File: config.mk
export PLATFORM = sky130hd
export DESIGN_NAME = uart_tx_seq
export DESIGN_NICKNAME = d
export VERILOG_FILES = /design/src/rtl/uart_tx_seq.sv
export SDC_FILE = /design/constraint.sdc
export NUM_CORES = 1
export LEC_CHECK = 0
export CORE_UTILIZATION = 45
export CTS_CLUSTER_DIAMETER = 80
export DETAILED_ROUTE_END_ITERATION = 10
export PLACE_DENSITY_LB_ADDON = 0.1
export SYNTH_ARGS = -nofsm -noshare
export SYNTH_HDL_FRONTEND = slang
export SYNTH_SLANG_ARGS = --single-unit
File: constraint.sdc
create_clock -name clk_i -period 4.3 [get_ports clk_i]
set_clock_uncertainty 0.2 [all_clocks]
set_input_delay 0.645 -clock clk_i [delete_from_list [all_inputs] [get_ports clk_i]]
set_output_delay 0.645 -clock clk_i [all_outputs]
set_load 0.02 [all_outputs]
File: src/rtl/uart_tx_seq.sv
// uart_tx_seq: FIFO-buffered register-bus sequencer driving the uart_core TX path.
// Optional WAIT_DONE timeout with sticky err_o when UART_TX_SEQ_TIMEOUT_EN is defined.
module uart_tx_seq #(
  parameter int DEPTH       = 8,
  parameter int BAUD_DIV    = 87,
  parameter int TIMEOUT_CYC = 2048
) (
  input  logic                     clk_i,
  input  logic                     rst_i,
  input  logic                     s_valid_i,
  input  logic [7:0]               s_data_i,
  output logic                     s_ready_o,
  input  logic                     baud_we_i,
  input  logic [15:0]              baud_i,
  output logic                     uart_we_o,
  output logic                     uart_ren_o,
  output logic [7:0]               uart_addr_o,
  output logic [31:0]              uart_wdata_o,
  input  logic                     uart_intr_tx_i,
  output logic                     busy_o,
  output logic [$clog2(DEPTH):0]   level_o,
  output logic                     done_o,
  output logic                     err_o,
  input  logic                     err_clr_i
);
  localparam int AW = $clog2(DEPTH);
  typedef enum logic [2:0] {CFG_BAUD, IDLE, LOAD, START, WAIT_DONE, CLR, GAP} state_t;
  state_t         r_state, w_next;
  logic [7:0]     r_mem [DEPTH];
  logic [AW-1:0]  r_wp, r_rp;
  logic [AW:0]    r_cnt;
  logic [15:0]    r_baud;
  logic           r_pend;
  logic [7:0]     r_addr, w_addr;
  logic [31:0]    r_wdata, w_wdata;
  logic           w_we, w_done, w_push, w_pop, w_full, w_empty, w_breq, w_to, w_tof;
  assign w_full  = r_cnt == (AW+1)'(DEPTH);
  assign w_empty = r_cnt == '0;
  assign w_push  = s_valid_i & ~w_full;
  assign w_pop   = r_state == LOAD;
  assign w_breq  = baud_we_i & (baud_i != 16'd0);
`ifdef UART_TX_SEQ_TIMEOUT_EN
  localparam int CW = $clog2(TIMEOUT_CYC + 1);
  logic [CW-1:0] r_tcnt;
  logic          r_err, r_tof;
  assign w_to  = r_state == WAIT_DONE && !uart_intr_tx_i && r_tcnt == CW'(TIMEOUT_CYC - 1);
  assign w_tof = r_tof;
  assign err_o = r_err & ~rst_i;
  always_ff @(posedge clk_i) begin
    if (rst_i) begin
      r_tcnt <= '0;
      r_err  <= 1'b0;
      r_tof  <= 1'b0;
    end else begin
      r_tcnt <= r_state == WAIT_DONE ? r_tcnt + 1'b1 : '0;
      r_err  <= w_to | (r_err & ~err_clr_i);
      r_tof  <= w_to;
    end
  end
`else
  logic w_unused;
  assign w_unused = err_clr_i | (TIMEOUT_CYC == 0);
  assign w_to  = 1'b0;
  assign w_tof = 1'b0;
  assign err_o = 1'b0;
`endif
  always_comb begin
    w_next  = r_state;
    w_we    = 1'b0;
    w_addr  = r_addr;
    w_wdata = r_wdata;
    w_done  = 1'b0;
    case (r_state)
      CFG_BAUD: begin
        w_we    = 1'b1;
        w_addr  = 8'h00;
        w_wdata = {16'h0, r_baud};
        w_next  = IDLE;
      end
      IDLE: w_next = r_pend ? CFG_BAUD : !w_empty ? LOAD : IDLE;
      LOAD: begin
        w_we    = 1'b1;
        w_addr  = 8'h04;
        w_wdata = {24'h0, r_mem[r_rp]};
        w_next  = START;
      end
      START: begin
        w_we    = 1'b1;
        w_addr  = 8'h10;
        w_wdata = 32'd1;
        w_next  = WAIT_DONE;
      end
      WAIT_DONE: w_next = (uart_intr_tx_i | w_to) ? CLR : WAIT_DONE;
      CLR: begin
        w_we    = 1'b1;
        w_addr  = 8'h10;
        w_wdata = 32'd0;
        w_done  = ~w_tof;
        w_next  = GAP;
      end
      GAP: w_next = uart_intr_tx_i ? GAP : IDLE;
      default: w_next = CFG_BAUD;
    endcase
  end
  // bus outputs are combinational from state but forced quiet while reset is held
  assign uart_we_o    = w_we & ~rst_i;
  assign uart_addr_o  = rst_i ? 8'h00 : w_addr;
  assign uart_wdata_o = rst_i ? 32'h0 : w_wdata;
  assign uart_ren_o   = 1'b0;
  assign s_ready_o    = ~w_full & ~rst_i;
  assign level_o      = rst_i ? '0 : r_cnt;
  assign done_o       = w_done & ~rst_i;
  assign busy_o       = r_state != IDLE || !w_empty;
  always_ff @(posedge clk_i) begin
    if (w_push) r_mem[r_wp] <= s_data_i;
  end
  always_ff @(posedge clk_i) begin
    if (rst_i) begin
      r_state <= CFG_BAUD;
      r_wp    <= '0;
      r_rp    <= '0;
      r_cnt   <= '0;
      r_baud  <= 16'(BAUD_DIV);
      r_pend  <= 1'b0;
      r_addr  <= 8'h00;
      r_wdata <= 32'h0;
    end else begin
      r_state <= w_next;
      r_wp    <= w_push ? r_wp + 1'b1 : r_wp;
      r_rp    <= w_pop ? r_rp + 1'b1 : r_rp;
      r_cnt   <= r_cnt + (AW+1)'(w_push) - (AW+1)'(w_pop);
      r_baud  <= w_breq ? baud_i : r_baud;
      r_pend  <= w_breq | (r_pend & (r_state != CFG_BAUD));
      r_addr  <= w_addr;
      r_wdata <= w_wdata;
    end
  end
endmodule

Word level (Yosys, flattened, before mapping)
Memory sizes are Yosys's and may differ from the RTL's. A register that Yosys moved wholly into a read port is not among the register bits.
Cells that the tools add are included.
Widths: inputs -> output; s select.

storage, ports and cells
  bits in registers = 70
  memory bits (writable) = 64
  input bits = 30
  output and inout bits = 50
  logic and storage cells = 54
  memories kept = 1

cells by class
  add/subtract/negate cells = 4
  eq/ne operators = 8
  muxes and demuxes = 16
  bitwise logic cells = 9
  reduce and logical (&&, ||, !) cells = 8

memories
  memory  depth  width  rd ports  clocked after Yosys merged registers in  write ports  line  RTL
  r_mem   8      8      1         1                                        1            29    logic [7:0] r_mem [DEPTH];

operator list
  kind                 count
  $pmux 32 s4          1
  $mux 32              1
  $pmux 8 s3           1
  $pmux 3 s7           1
  $reduce_bool 16->1   1
  $eq 3x3->1 const B   3
  $mux 3               3
  $mux 8               1
  $add 3x1->3 const B  2
  $and 1x1->1          6
  $eq 3x2->1 const B   2
  $mux 1               5
  $add 4x1->4          1
  $eq 4x4->1 const B   1
  $logic_not 4->1      1
  $mux 2               2
  $mux 4               1
  $reduce_or 4->1      1
  $sub 4x1->4          1
  $eq 3x1->1 const B   1
  $logic_not 3->1      1
  $ne 3x1->1 const B   1
  $reduce_bool 3->1    1
  $not 1->1            2
  4 further kinds      4

Longest topological paths before layout
  depth in word-level cells = 5
  depth in mapped cells = 11
  mapped depth without buffers = 11

Least setup slack after synthesis
No wires, ideal clock.

  path type = input-to-output
  start point = input port rst_i
  end point = output port uart_wdata_o[6]
  arrival time = 1.817 ns
  required time = 3.455 ns
  path slack = 1.638 ns
  stages = 4
  buffers on the path = 1
  path through = nor4_1 > clkbuf_1 > a22oi_1 > o21ai_0

on the way
  cells in the longest elaborated chain, start to end = 1

ends and longest elaborated chain
  item             line  RTL
  start, declared  9     input logic rst_i,
  $mux 32          --
  end, declared    18    output logic [31:0] uart_wdata_o,

No other way between the ends.

Worst setup path after layout
  start point = register r_state[0]
  end point = output port uart_wdata_o[3]

on the way
  cells in the longest elaborated chain, start to end = 3
  elaborated cells between the ends (all ways) = 6
  classes of those cells = 3 x eq/ne; 2 x mux; 1 x reduce/logical

ends and longest elaborated chain
  item                                      line  RTL
  start, declared                           28    state_t r_state, w_next;
  start signal, assigned                    128   r_state <= w_next;
  $eq 3x3->1, or another cell as far along  73    case (r_state)
  $pmux 32 s4 (*)                           73
  $mux 32 (*)                               --

Every way passes the cells marked *; elsewhere a longest branch is shown, timed or not.

==> impl_metrics.py <==
metrics = {
    "timing": {
        "hold_viol": 0,
        "post-route-min-period_ns": 3.90,
        "fin_ws_ns": 0.395,
        "rsz0062_at_grt": "false",
        "fmax_ghz": 0.256,
        "worst_pin_slew_ns": 0.888,
        "slew_viol_final": 0,
        "tns_ns": 0,
        "setup_viol": 0,
        "min_period_over_period_pct": 90.8,
        "relSlewSlack_pct": 40.6,
    },
    "routing": {
        "wire_per_inst_um": 16.1,
        "antenna_left": 0,
        "dr.pass1.iters": 4,
        "drt_iter0_markers": 126,
        "wirelength_mm": 9.86,
        "via_per_inst": 5.08,
        "num_vias": 3103,
        "drc": 0,
    },
    "run": {
        "cap_viol_max_count": 0,
    },
    "global_routing": {
        "antenna_found_initial": 0,
        "grtUsageTotal_pct": 18.3,
        "grt_pass1_vias": 3083,
        "grt_pass1_wl_mm": 15.7,
        "overflow": 0,
        "grt_max_degree": 38,
    },
    "synth": {
        "synth_area_um2": 5110,
        "synth_commonest_cells": "dfxtp_1, edfxtp_1, nor2_1",
        "synthTopCellsByArea": "edfxtp_1, dfxtp_1, mux4_2",
        "synth.top_cell.area_share_pct": 37.6,
        "synth-seq-area-share_pct": 66.1,
        "syn_inst": 376,
        "syn_avg_cell_area_um2": 13.6,
        "ys.flop_type": "dfxtp_1",
        "synthArstFlopShare_pct": 0,
        "synthDistinctLibCells": 41,
        "post-synth-top-count-cell": "dfxtp_1",
        "yosysTopAreaCell": "edfxtp_1",
        "synth_edf_count": 64,
        "ys_seq_elements": 137,
        "ys_warn_count": 0,
    },
    "placement": {
        "place_inst": 579,
        "io_buffers": 76,
        "preCtsSetupSlack_ns": 0.591,
        "place.gp.congestion": 0.747,
        "dpl-instance-area_um2": 6010,
        "dp_hpwl_mm": 6.44,
    },
    "worst_setup_path": {
        "cp-end-kind": "output pin",
        "slowest_delay_ns": 0.67,
        "cp_slowest_cell": "clkdlybuf4s50_1",
        "crit_type": "flop to output pin",
        "crit_family": "buffers and inverters",
        "r2r_cells": 11,
        "critical_path_arrival_ns": 3.06,
        "required_ns": 3.45,
        "cp_num_cells": 5,
        "regToRegSetupSlack_ns": 1.68,
        "path_cells": "nor2b_1, mux2_2, a22oi_1, o21ai_0, clkdlybuf4s50_1",
        "reg2reg_to": "r_cnt[3]",
        "crit_buf_inv": 1,
        "r2r_start": "r_cnt[2]",
        "crit_fanout": 37,
        "start_kind": "flop",
    },
    "pwr": {
        "intPower_mw": 2.68,
        "clock_power_share_pct": 42.6,
        "finalPower_mw": 3.54,
        "switchingPower_mw": 0.863,
        "p_leak_nw": 2.40,
        "swShare_pct": 24.4,
        "ir_worst_vdd_uv": 253,
        "pwr-share-comb_pct": 14.8,
        "p_per_area_nw_per_um2": 534,
        "power.share.sequential_pct": 42.5,
    },
    "finish": {
        "diodes": 0,
        "final_layout_size_suffix_gt1_share_pct": 12.5,
        "fin_area_um2": 6640,
        "final_nets": 497,
        "regArea_um2": 3380,
        "fin_cells": 611,
        "syn2layout_area_growth_pct": 29.7,
        "multi_input_comb_area_um2": 1600,
        "fillCellCount": 884,
    },
    "status": {
        "status": "completed",
    },
    "floorplanning": {
        "core_area_um2": 10900,
        "start_util_pct": 46.8,
        "die_w_um": 109,
        "rows": 38,
        "die_y_um": 109,
        "die_area_um2": 11800,
        "io_pins": 80,
    },
    "clock_tree": {
        "clockBufferDepth": 2,
        "clk_pin_slew_ns": 0.06,
        "root_buffer": "clkbuf_16",
        "clock_sinks": 137,
        "cts_tree": "done",
        "cts_hold_buf": 0,
        "htree_levels": 4,
        "insertion_delay_ns": 0.41,
        "cts-buffers-inserted": 17,
        "post-cts-setup-buffers": 0,
        "cts-resized-gates": 0,
    },
    "worst_hold_path": {
        "min-delay-start": "r_addr[5]",
        "hp-class": "flop to flop",
        "min_path_cells": 1,
        "hold_end": "r_addr[5]",
    },
}
==> kinds of logic after synthesis <==
family          after synthesis  share of synthesized area (%)
mux                          35                           10.8
buf+inv                      31                           2.94
fa+ha+maj                     9                           2.35
compound gates               51                           6.46
simple gates                107                           10.4
flops                       137                           66.1
xor+xnor                      5                          0.856
other cells                   1                         0.0733
==> power groups by stage <==
stage	registers (mW)	clock network, mW	logic, mW
finish	1.51	1.51	0.526
global route	1.52	1.60	0.581
CTS	1.51	1.54	0.537
detailed placement	1.53	0	0.532
global placement	1.53	0	0.526
floorplan	1.51	0	0.355
==> flip-flops by register name, summed over array words and instances (netlist names), named ones only <==
name     cells
r_wdata     32
r_wp         3
r_state      3
r_baud      16
r_mem       64
r_cnt        4
r_rp         3
r_addr       8
r_pend       1
==> per-stage QoR <==
step	util, %	hold slack [ns]
after floorplan	-	0.236
after global placement	55.0	0.239
after detailed placement	55.0	0.241
after CTS	60.7	0.254
after global routing	60.7	0.268
final	60.7	0.250
==> worst max-delay path by stage <==
stage | end | start | slack, ns
detailed placement | uart_wdata_o[3] | rst_i | 0.59
global placement | uart_wdata_o[3] | rst_i | 0.63
floorplan | uart_wdata_o[6] | rst_i | 1.64
CTS | uart_wdata_o[3] | r_state[0] | 0.31
global route | uart_wdata_o[3] | r_state[0] | 0.09
finish | uart_wdata_o[3] | r_state[0] | 0.40
==> cell usage in the layout, fill, tap and decap left out, drive strengths merged, types with 2 or more instances in the layout <==
cell           count
or4                4
a22o               8
nor2              33
clkbuf            21
clkinv             7
bufinv             3
edfxtp            64
inv               11
dfxtp             73
o21ai             13
nand3              8
ha                 8
nand2             21
mux2i             18
conb               2
a22oi              8
xor2               3
nor2b              4
and2              22
nand2b             3
xnor2              2
a21oi             16
clkdlybuf4s50     76
mux4              16
nor3               6
nor3b              2
buf                7
==> per-layer routing <==
metal | vias up | share of wire [%] | track usage (%) | routed length, µm
li1 | 1526 | - | - | -
met3 | 8 | 4.3 | 5.50 | 426
met4 | 0 | 1.1 | 6.76 | 104
met2 | 79 | 48 | 29.6 | 4750
met1 | 1490 | 46 | 23.3 | 4580
met5 | - | 0 | 0 | 0
==> layout make-up <==
type	instances	share of cell area, %
repair buffers	83	12.3
flip-flops and latches	137	51.0
clock buffers	21	7.28
well taps	140	2.64
clock inverters	11	2.13
inverters	10	0.566
multi-input cells	209	24.2
Power figures use the tool's default switching activity.
